--- config.mk ---
export PLATFORM = sky130hd
export DESIGN_NAME = pc_sequencer
export DESIGN_NICKNAME = d
export VERILOG_FILES = /design/src/rtl/pc_sequencer_pkg.sv /design/src/rtl/pc_sequencer_ret_addr_stack.sv /design/src/rtl/pc_sequencer.sv
export SDC_FILE = /design/constraint.sdc
export NUM_CORES = 1
export LEC_CHECK = 0
export CORE_UTILIZATION = 35
export DETAILED_ROUTE_END_ITERATION = 16
export PLACE_DENSITY = 0.64
export SKIP_CTS_REPAIR_TIMING = 1
export SLEW_MARGIN = 20
export SYNTH_ARGS = -nofsm -noshare
export SYNTH_HDL_FRONTEND = slang
export SYNTH_SLANG_ARGS = --single-unit
--- constraint.sdc ---
create_clock -name clk -period 2.6 [get_ports clk]
set_input_delay 0.52 -clock clk [delete_from_list [all_inputs] [get_ports clk]]
set_output_delay 0.52 -clock clk [all_outputs]
set_load 0.005 [all_outputs]
--- src/rtl/pc_sequencer_pkg.sv ---
// Shared definitions for the program-counter sequencer: default widths and
// the operation codes chosen each cycle by the priority encoder.
package pc_seq_pkg;

    localparam int unsigned PC_ADDR_W      = 8;
    localparam int unsigned PC_STACK_DEPTH = 4;

    typedef enum logic [2:0] {
        OP_NONE,
        OP_INC,
        OP_BR,
        OP_LOAD,
        OP_CALL,
        OP_RET,
        OP_ERR
    } pc_op_e;

    // Priority: call > ret > load > branch > inc. A call/ret conflict, an
    // overflowing call or an underflowing ret all collapse to OP_ERR.
    function automatic pc_op_e pc_decode(
        input logic call_pc,
        input logic ret_pc,
        input logic load_pc,
        input logic branch_pc,
        input logic inc_pc,
        input logic full,
        input logic empty
    );
        pc_op_e op;
        op = OP_NONE;
        if (call_pc && ret_pc)  op = OP_ERR;
        else if (call_pc)       op = full  ? OP_ERR : OP_CALL;
        else if (ret_pc)        op = empty ? OP_ERR : OP_RET;
        else if (load_pc)       op = OP_LOAD;
        else if (branch_pc)     op = OP_BR;
        else if (inc_pc)        op = OP_INC;
        return op;
    endfunction

endpackage

--- src/rtl/pc_sequencer_ret_addr_stack.sv ---
// Return-address LIFO: register array indexed by the occupancy count.
// Overflow/underflow are the caller's responsibility.
module ret_addr_stack
    import pc_seq_pkg::*;
#(
    parameter int unsigned ADDR_W      = PC_ADDR_W,
    parameter int unsigned STACK_DEPTH = PC_STACK_DEPTH,
    localparam int unsigned DEPTH_W    = $clog2(STACK_DEPTH + 1)
) (
    input  logic               clk,
    input  logic               rst,
    input  logic               push,
    input  logic               pop,
    input  logic [ADDR_W-1:0]  wdata,
    output logic [ADDR_W-1:0]  rdata,
    output logic [DEPTH_W-1:0] depth,
    output logic               full,
    output logic               empty
);

    localparam int unsigned IDX_W = (STACK_DEPTH > 1) ? $clog2(STACK_DEPTH) : 1;

    logic [ADDR_W-1:0]  r_mem [STACK_DEPTH];
    logic [DEPTH_W-1:0] r_depth;
    logic [IDX_W-1:0]   w_wr_idx;
    logic [IDX_W-1:0]   w_rd_idx;

    assign w_wr_idx = IDX_W'(r_depth);
    assign w_rd_idx = IDX_W'(r_depth - 1'b1);

    // Contents need no reset; only the occupancy count is meaningful.
    always_ff @(posedge clk) begin
        if (push) begin
            r_mem[w_wr_idx] <= wdata;
        end
    end

    always_ff @(posedge clk or negedge rst) begin
        if (!rst) begin
            r_depth <= '0;
        end else if (push) begin
            r_depth <= r_depth + 1'b1;
        end else if (pop) begin
            r_depth <= r_depth - 1'b1;
        end
    end

    assign rdata = r_mem[w_rd_idx];
    assign depth = r_depth;
    assign full  = (r_depth == DEPTH_W'(STACK_DEPTH));
    assign empty = (r_depth == '0);

endmodule

--- src/rtl/pc_sequencer.sv ---
// Program counter with load, increment, relative branch, call/return and a
// hardware return-address stack; one operation per clock.
module pc_sequencer
    import pc_seq_pkg::*;
#(
    parameter int unsigned      ADDR_W      = PC_ADDR_W,
    parameter int unsigned      STACK_DEPTH = PC_STACK_DEPTH,
    parameter logic [ADDR_W-1:0] RESET_ADDR = '0,
    localparam int unsigned     DEPTH_W     = $clog2(STACK_DEPTH + 1)
) (
    input  logic               clk,
    input  logic               rst,
    input  logic               load_pc,
    input  logic               inc_pc,
    input  logic               branch_pc,
    input  logic               call_pc,
    input  logic               ret_pc,
    input  logic [ADDR_W-1:0]  data_in,
    input  logic [ADDR_W-1:0]  offset,
    output logic [ADDR_W-1:0]  count,
    output logic [DEPTH_W-1:0] depth,
    output logic               stack_full,
    output logic               stack_empty,
    output logic               stack_err
);

    pc_op_e            w_op;
    logic [ADDR_W-1:0] r_count;
    logic              r_err;
    logic [ADDR_W-1:0] w_count_inc;
    logic [ADDR_W-1:0] w_count_br;
    logic [ADDR_W-1:0] w_ret_addr;
    logic              w_full;
    logic              w_empty;

    assign w_op = pc_decode(call_pc, ret_pc, load_pc, branch_pc, inc_pc, w_full, w_empty);

    // Same-width add is exactly the sign-extended add modulo 2^ADDR_W.
    assign w_count_inc = r_count + 1'b1;
    assign w_count_br  = r_count + offset;

    ret_addr_stack #(
        .ADDR_W      (ADDR_W),
        .STACK_DEPTH (STACK_DEPTH)
    ) u_ras (
        .clk   (clk),
        .rst   (rst),
        .push  (w_op == OP_CALL),
        .pop   (w_op == OP_RET),
        .wdata (w_count_inc),
        .rdata (w_ret_addr),
        .depth (depth),
        .full  (w_full),
        .empty (w_empty)
    );

    always_ff @(posedge clk or negedge rst) begin
        if (!rst) begin
            r_count <= RESET_ADDR;
            r_err   <= 1'b0;
        end else begin
            case (w_op)
                OP_INC:           r_count <= w_count_inc;
                OP_BR:            r_count <= w_count_br;
                OP_LOAD, OP_CALL: r_count <= data_in;
                OP_RET:           r_count <= w_ret_addr;
                OP_ERR:           r_err   <= 1'b1;
                default:          ;
            endcase
        end
    end

    assign count       = r_count;
    assign stack_full  = w_full;
    assign stack_empty = w_empty;
    assign stack_err   = r_err;

endmodule
==> reports/qor.log, run 1 <==
[clocking] Clk Tree Root Cell clkbuf_8
[timing] max frequency 0.419 GHz
[yosys] synthesized-area fraction occupied by and/or/nand/nor cells 0.121
[timing] final hold violations 0
[min_path] HP Start stack_err
[yosys] portion of synthesized cell area occupied by the leading cell type 0.388
[setup_path] Critical Path RT 2.08 ns
[yosys] sequential share of the synthesized area 0.509
[timing] Final TNS setup 0 ns
[finish] layout overhead on the synthesized area 26.9%
[setup_path] number of cells traversed by the worst register-to-register path 7
[clocking] H-tree levels 2
[yosys] post-synthesis share of cell area spent on full adders, half adders and majority gates 0.0737
[yosys] number of synthesized flops with an enable pin 32
[die] core region area 0.00683 sq mm
[timing] final clock skew 0.00908 ns
[placement] total half-perimeter wirelength after legalization and detailed placement 4.04 mm
[clocking] number of buffers created by CTS 5
[clocking] Clock Path Buffers 2
[timing] final cycle utilization of the critical path 0.917
[timing] fin. max-slew vios 0
[die] die area 0.00742 sq mm
[setup_path] Reg-to-Reg Start u_ras.depth[1]
[finish] Post-layout nets 280
[min_path] min-delay worst type flip-flop to flip-flop
[detailed_routing] total via count after detailed routing 1754
[global_route] number of antenna violations at the first check in global routing 0
[yosys] share of flip-flops with an asynchronous set or reset after synthesis 0.273
[detailed_routing] total length of routed wires 5.38 mm
[finish] Antenna Diode Count 0
[pwr] leakage power total 0.00115 uW
[setup_path] CP Data Arrival Time 1.86 ns
[detailed_routing] Starting DRT DRC Count 53
[die] Cell Rows 30
[detailed_routing] post-detailed-route count of antenna-violating nets 0
[detailed_routing] per-cell via count in the routed design 5.16
[setup_path] Worst Setup End Kind output port
[timing] worst relative slew slack 0.378
[yosys] top cells by area in the synthesized netlist edfxtp_1 39%, dfrtp_1 12%, ha_1 6.6%, mux4_2 6.4%, xnor2_1 2.8%
[global_route] GRT Resource Usage Total 0.158
[min_path] Hold EP stack_err
[run] Maximum Capacitance Violations 0
[placement] Port Buf Inserts 36
[yosys] fraction of synthesized cell area in xor and xnor cells 0.0424
[setup_path] critical-path cell list inv_1 -> ha_1 -> nor2b_2 -> clkdlybuf4s50_1
[yosys] Syn Nets 228
[die] starting density of the core 0.363
[clocking] clock network latency to the later pin of the worst-skew pair 0.30 ns
[detailed_routing] routed len/inst 15.8 microns
[setup_path] FF-to-FF setup slack 0.29 ns
[setup_path] worst path buffer plus inverter count 2
[timing] final count of negative-setup-slack endpoints 0
[global_route] sum of overflow across all layers after global routing 0
[yosys] Cell variety after synth 56
[detailed_routing] residual DRC count 0
[clocking] CTS tree yes
[setup_path] Setup CP Type flip-flop to output port
[die] die boundary width 86.2 microns
[outcome] result of the run finished, final reports clean
[yosys] mux cell area share after synthesis 0.0868
[pwr] power consumption 3280 uW
[yosys] post-synthesis cell type with the largest combined area edfxtp_1
[global_route] global-route wire length before repair 8.82 mm
[setup_path] Worst Path Max Fanout 4
[setup_path] Critical Path Source Type flip-flop
[placement] final weighted congestion in routability-driven placement 0.867
[finish] fillers 637
[pwr] Power per Cell Area 1040 mW/mm^2
[clocking] register clock-pin slew on the reported worst setup and hold paths 0.08 ns
[yosys] Most used DFF post-synth edfxtp_1
[yosys] number of instances in the synthesized netlist 191
[yosys] cell area after synthesis 0.00248 sq mm
[setup_path] RR Endpoint count[2]
[setup_path] critical path's largest stage delay 0.54 ns
[yosys] mean post-synth cell area 13.0 sq um
[finish] fraction of final layout cells sized beyond drive strength 1 0.172
[global_route] pin count of the biggest net entering global routing 16
[setup_path] cell type group with the largest total delay on the critical path buffers and inverters
[timing] time the final worst path needs with I/O delays and setup 2.38 ns
[yosys] Syn. warnings 0
[finish] most frequent cells in the layout 36 x clkdlybuf4s50_1, 32 x edfxtp_1, 13 x nor2_1, 13 x ha_1, 13 x buf_4
[detailed_routing] drt pass-1 iters 5
[finish] most common library cell in the layout ignoring fill and taps clkdlybuf4s50_1
[die] I/O pins 37
[min_path] number of cells traversed by the worst hold path 1
[pwr] worst-case vdd ir drop 0.345 mV
[yosys] largest family of logic cells by synthesized area compound AO/OA/AOI/OAI gates
[setup_path] critical-path cell with the highest stage delay clkdlybuf4s50_1
[die] die boundary height 86.2 microns
[yosys] synthesized flop and latch total 44
[clocking] Clock Sinks 44
[timing] Least-Margin Pin Slew 0.926 ns
[global_route] via count of the first global-routing pass 1758
[timing] unrepaired setup endpoints after global routing no
[yosys] compound-gate portion of the synthesized area 0.135
-- cells in the mapped netlist (4+ instances only) --
library cell and count:
xor2_1 4, inv_1 8, nor2_1 13, mux4_2 7, dfrtp_1 12, nand2_1 8, xnor2_1 8, o21ai_0 6
a21oi_1 11, and2_1 5, edfxtp_1 32, nor3_1 4, ha_1 13
-- registers in the layout, summed over array words and instances, names as in the netlist --
name and count:
u_ras.r_mem 32, count 8, u_ras.depth 3, stack_err 1
-- power breakdown --
group / switching, uW / internal [uW] / total, uW
sequential: 152 / 1010 / 1160
clock: 251 / 290 / 540
combinational: 763 / 811 / 1570
-- layout make-up --
class,count,area [sq um],area share
inverter,8,30.0,0.00955
multi-input combinational,134,1140,0.363
sequential,44,1260,0.401
clock buffer,5,68.8,0.0219
tap,96,120,0.0382
clock inverter,3,46.3,0.0147
timing repair buffer,50,478,0.152
-- kinds of logic (layout without fill, tap and decap cells) --
logic type	after synthesis	after routing
and+or+nand+nor	52	52
AOI/OAI and AO/OA	45	45
DFF	44	44
adders and majority gates	14	14
buffers and inverters	13	66
xor gates and xnor gates	12	12
muxes	11	11
-- metal layers --
metal	global-route usage	vias to the layer above	routed length, microns
met2	0.263	35	2700
met4	0.0485	0	59
li1	-	840	-
met5	0	-	0
met3	0.0327	7	166
met1	0.208	872	2450
-- stage by stage --
stage	hold WS, ns	setup WS (ns)	instances	utilization	cell area, sq um
5_1_grt	0.505	0.0747	340	0.460	3140
3_3_place_gp	0.457	-0.0219	332	0.443	3030
6_report	0.481	0.216	340	0.460	3140
4_1_cts	0.490	0.0848	340	0.460	3140
2_1_floorplan	0.224	0.173	191	-	2480
3_5_place_dp	0.463	-0.0945	332	0.443	3030
-- worst max path at each step --
stage                         from           to  slack (ns)  cells past startpoint
floorplan           u_ras.depth[0]     count[6]        0.17                      8
global placement         offset[0]     count[6]       -0.02                      9
detailed placement       offset[0]     count[6]       -0.09                      9
CTS                 u_ras.depth[1]  stack_empty        0.08                      4
global route        u_ras.depth[1]     count[2]        0.07                      7
finish              u_ras.depth[1]  stack_empty        0.22                      4
Note: power is estimated with default switching activity, not from simulation.
==> inputs of run 2 (changes only) <==
--- a/config.mk
+++ b/config.mk
@@ -5,6 +5,7 @@
 export SDC_FILE = /design/constraint.sdc
 export NUM_CORES = 1
 export LEC_CHECK = 0
+export CORE_ASPECT_RATIO = 1.75
 export CORE_UTILIZATION = 35
 export DETAILED_ROUTE_END_ITERATION = 16
 export PLACE_DENSITY = 0.64
==> reports/qor.log, run 2 (synthesized netlist as in run 1, its figures left out) <==
[finish] max FFs per register 32
[detailed_routing] post-detailed-route count of antenna-violating nets 0
[pwr] worst-case vdd ir drop 0.402 mV
[die] Cell Rows 40
[setup_path] Critical Path RT 2.08 ns
[finish] most common library cell in the layout ignoring fill and taps clkdlybuf4s50_1
[pwr] Power per Cell Area 1080 mW/mm^2
[timing] Least-Margin Pin Slew 0.610 ns
[timing] unrepaired setup endpoints after global routing no
[timing] final cycle utilization of the critical path 0.943
[finish] Antenna Diode Count 0
[detailed_routing] drt pass-1 iters 4
[finish] register name with the most flops u_ras.r_mem
[placement] final weighted congestion in routability-driven placement 0.837
[timing] final hold slack 0.477 ns
[die] die boundary height 113 microns
[clocking] Clock Path Buffers 2
[timing] time the final worst path needs with I/O delays and setup 2.45 ns
[global_route] sum of overflow across all layers after global routing 0
[clocking] clock network latency to the later pin of the worst-skew pair 0.28 ns
[setup_path] CP Data Arrival Time 1.93 ns
[clocking] register clock-pin slew on the reported worst setup and hold paths 0.06 ns
[timing] final hold violations 0
[timing] final clock skew 0.00399 ns
[detailed_routing] per-cell via count in the routed design 5.26
[setup_path] Critical Path Source Type flip-flop
[global_route] pin count of the biggest net entering global routing 15
[clocking] Clk Tree Root Cell clkbuf_16
[die] I/O pins 37
[detailed_routing] routed len/inst 16.6 microns
[global_route] via count of the first global-routing pass 1692
[setup_path] Setup CP Type flip-flop to output port
[finish] most frequent cells in the layout 36 x clkdlybuf4s50_1, 32 x edfxtp_1, 13 x nor2_1, 13 x ha_1, 13 x buf_4
[clocking] Clock Sinks 44
[timing] worst relative slew slack 0.591
[setup_path] Worst Path Max Fanout 4
[detailed_routing] total length of routed wires 5.41 mm
[run] Maximum Capacitance Violations 0
[timing] final count of negative-setup-slack endpoints 0
[pwr] leakage power total 0.00117 uW
[finish] fraction of final layout cells sized beyond drive strength 1 0.165
[placement] total half-perimeter wirelength after legalization and detailed placement 4.29 mm
[timing] max frequency 0.408 GHz
[timing] Final TNS setup 0 ns
[timing] least setup slack across all paths after layout 0.149 ns
[finish] Post-layout nets 279
[clocking] CTS tree yes
[placement] minimum setup slack after placement -0.174 ns
[placement] Port Buf Inserts 36
[die] core region area 0.00686 sq mm
[finish] layout overhead on the synthesized area 27.7%
[min_path] min-delay worst type flip-flop to flip-flop
[setup_path] Worst Setup End Kind output port
[clocking] H-tree levels 2
[global_route] global-route wire length before repair 8.64 mm
[detailed_routing] total via count after detailed routing 1721
[detailed_routing] Starting DRT DRC Count 92
[die] die boundary width 65.6 microns
[outcome] result of the run finished, final reports clean
[global_route] GRT Resource Usage Total 0.160
[clocking] number of buffers created by CTS 5
[finish] fillers 631
[detailed_routing] residual DRC count 0
[global_route] number of antenna violations at the first check in global routing 0
[die] starting density of the core 0.361
[die] die area 0.00744 sq mm
[timing] fin. max-slew vios 0
[run 2: metrics by stage]
step / utilization / power [uW] / area (sq um) / instances
3_3_place_gp: 0.436 / 2710 / 2990 / 319
6_report: 0.462 / 3430 / 3170 / 327
2_1_floorplan: - / 2190 / 2480 / 191
4_1_cts: 0.461 / 3470 / 3160 / 327
3_5_place_dp: 0.436 / 2750 / 2990 / 319
5_1_grt: 0.462 / 3660 / 3170 / 327
[run 2: routing by layer]
layer | GRT usage | wire length [microns] | vias up
met5 | 0 | 0 | -
met4 | 0.0667 | 115 | 0
met1 | 0.161 | 1970 | 834
li1 | - | - | 840
met2 | 0.310 | 3190 | 38
met3 | 0.0242 | 139 | 9
[run 2: area by class of cell]
class | count | area [sq um] | share of cell area
clock buffers | 5 | 125 | 0.0395
clock inverters | 3 | 42.5 | 0.0134
inverters | 8 | 30.0 | 0.00949
multi-input cells | 134 | 1140 | 0.361
flip-flops and latches | 44 | 1260 | 0.398
well taps | 84 | 105 | 0.0332
repair buffers | 49 | 458 | 0.145
[run 2: power breakdown]
part           switching, uW  internal, uW
clock network            254           451
registers                157          1010
logic                    748           802
[run 2: path summary, 6_finish.rpt]
kind                            depth (start not counted)  slack (ns)      startpoint        endpoint
worst max-delay path                                    4        0.15  u_ras.depth[1]     stack_empty
worst min-delay path                                    1        0.48       stack_err       stack_err
worst max register to register                          6        0.38  u_ras.depth[1]        count[6]
worst min register to register                          1        0.48       stack_err       stack_err
max in group asynchronous                               1        1.59             rst  u_ras.depth[2]
min in group asynchronous                               1        0.61             rst        count[7]
[run 2: critical path, stage by stage, from the launching register on]
cell and delay (ns):
dfrtp_1 0.42, inv_1 0.13, ha_1 0.22, nor2b_1 0.32, clkdlybuf4s50_1 0.56
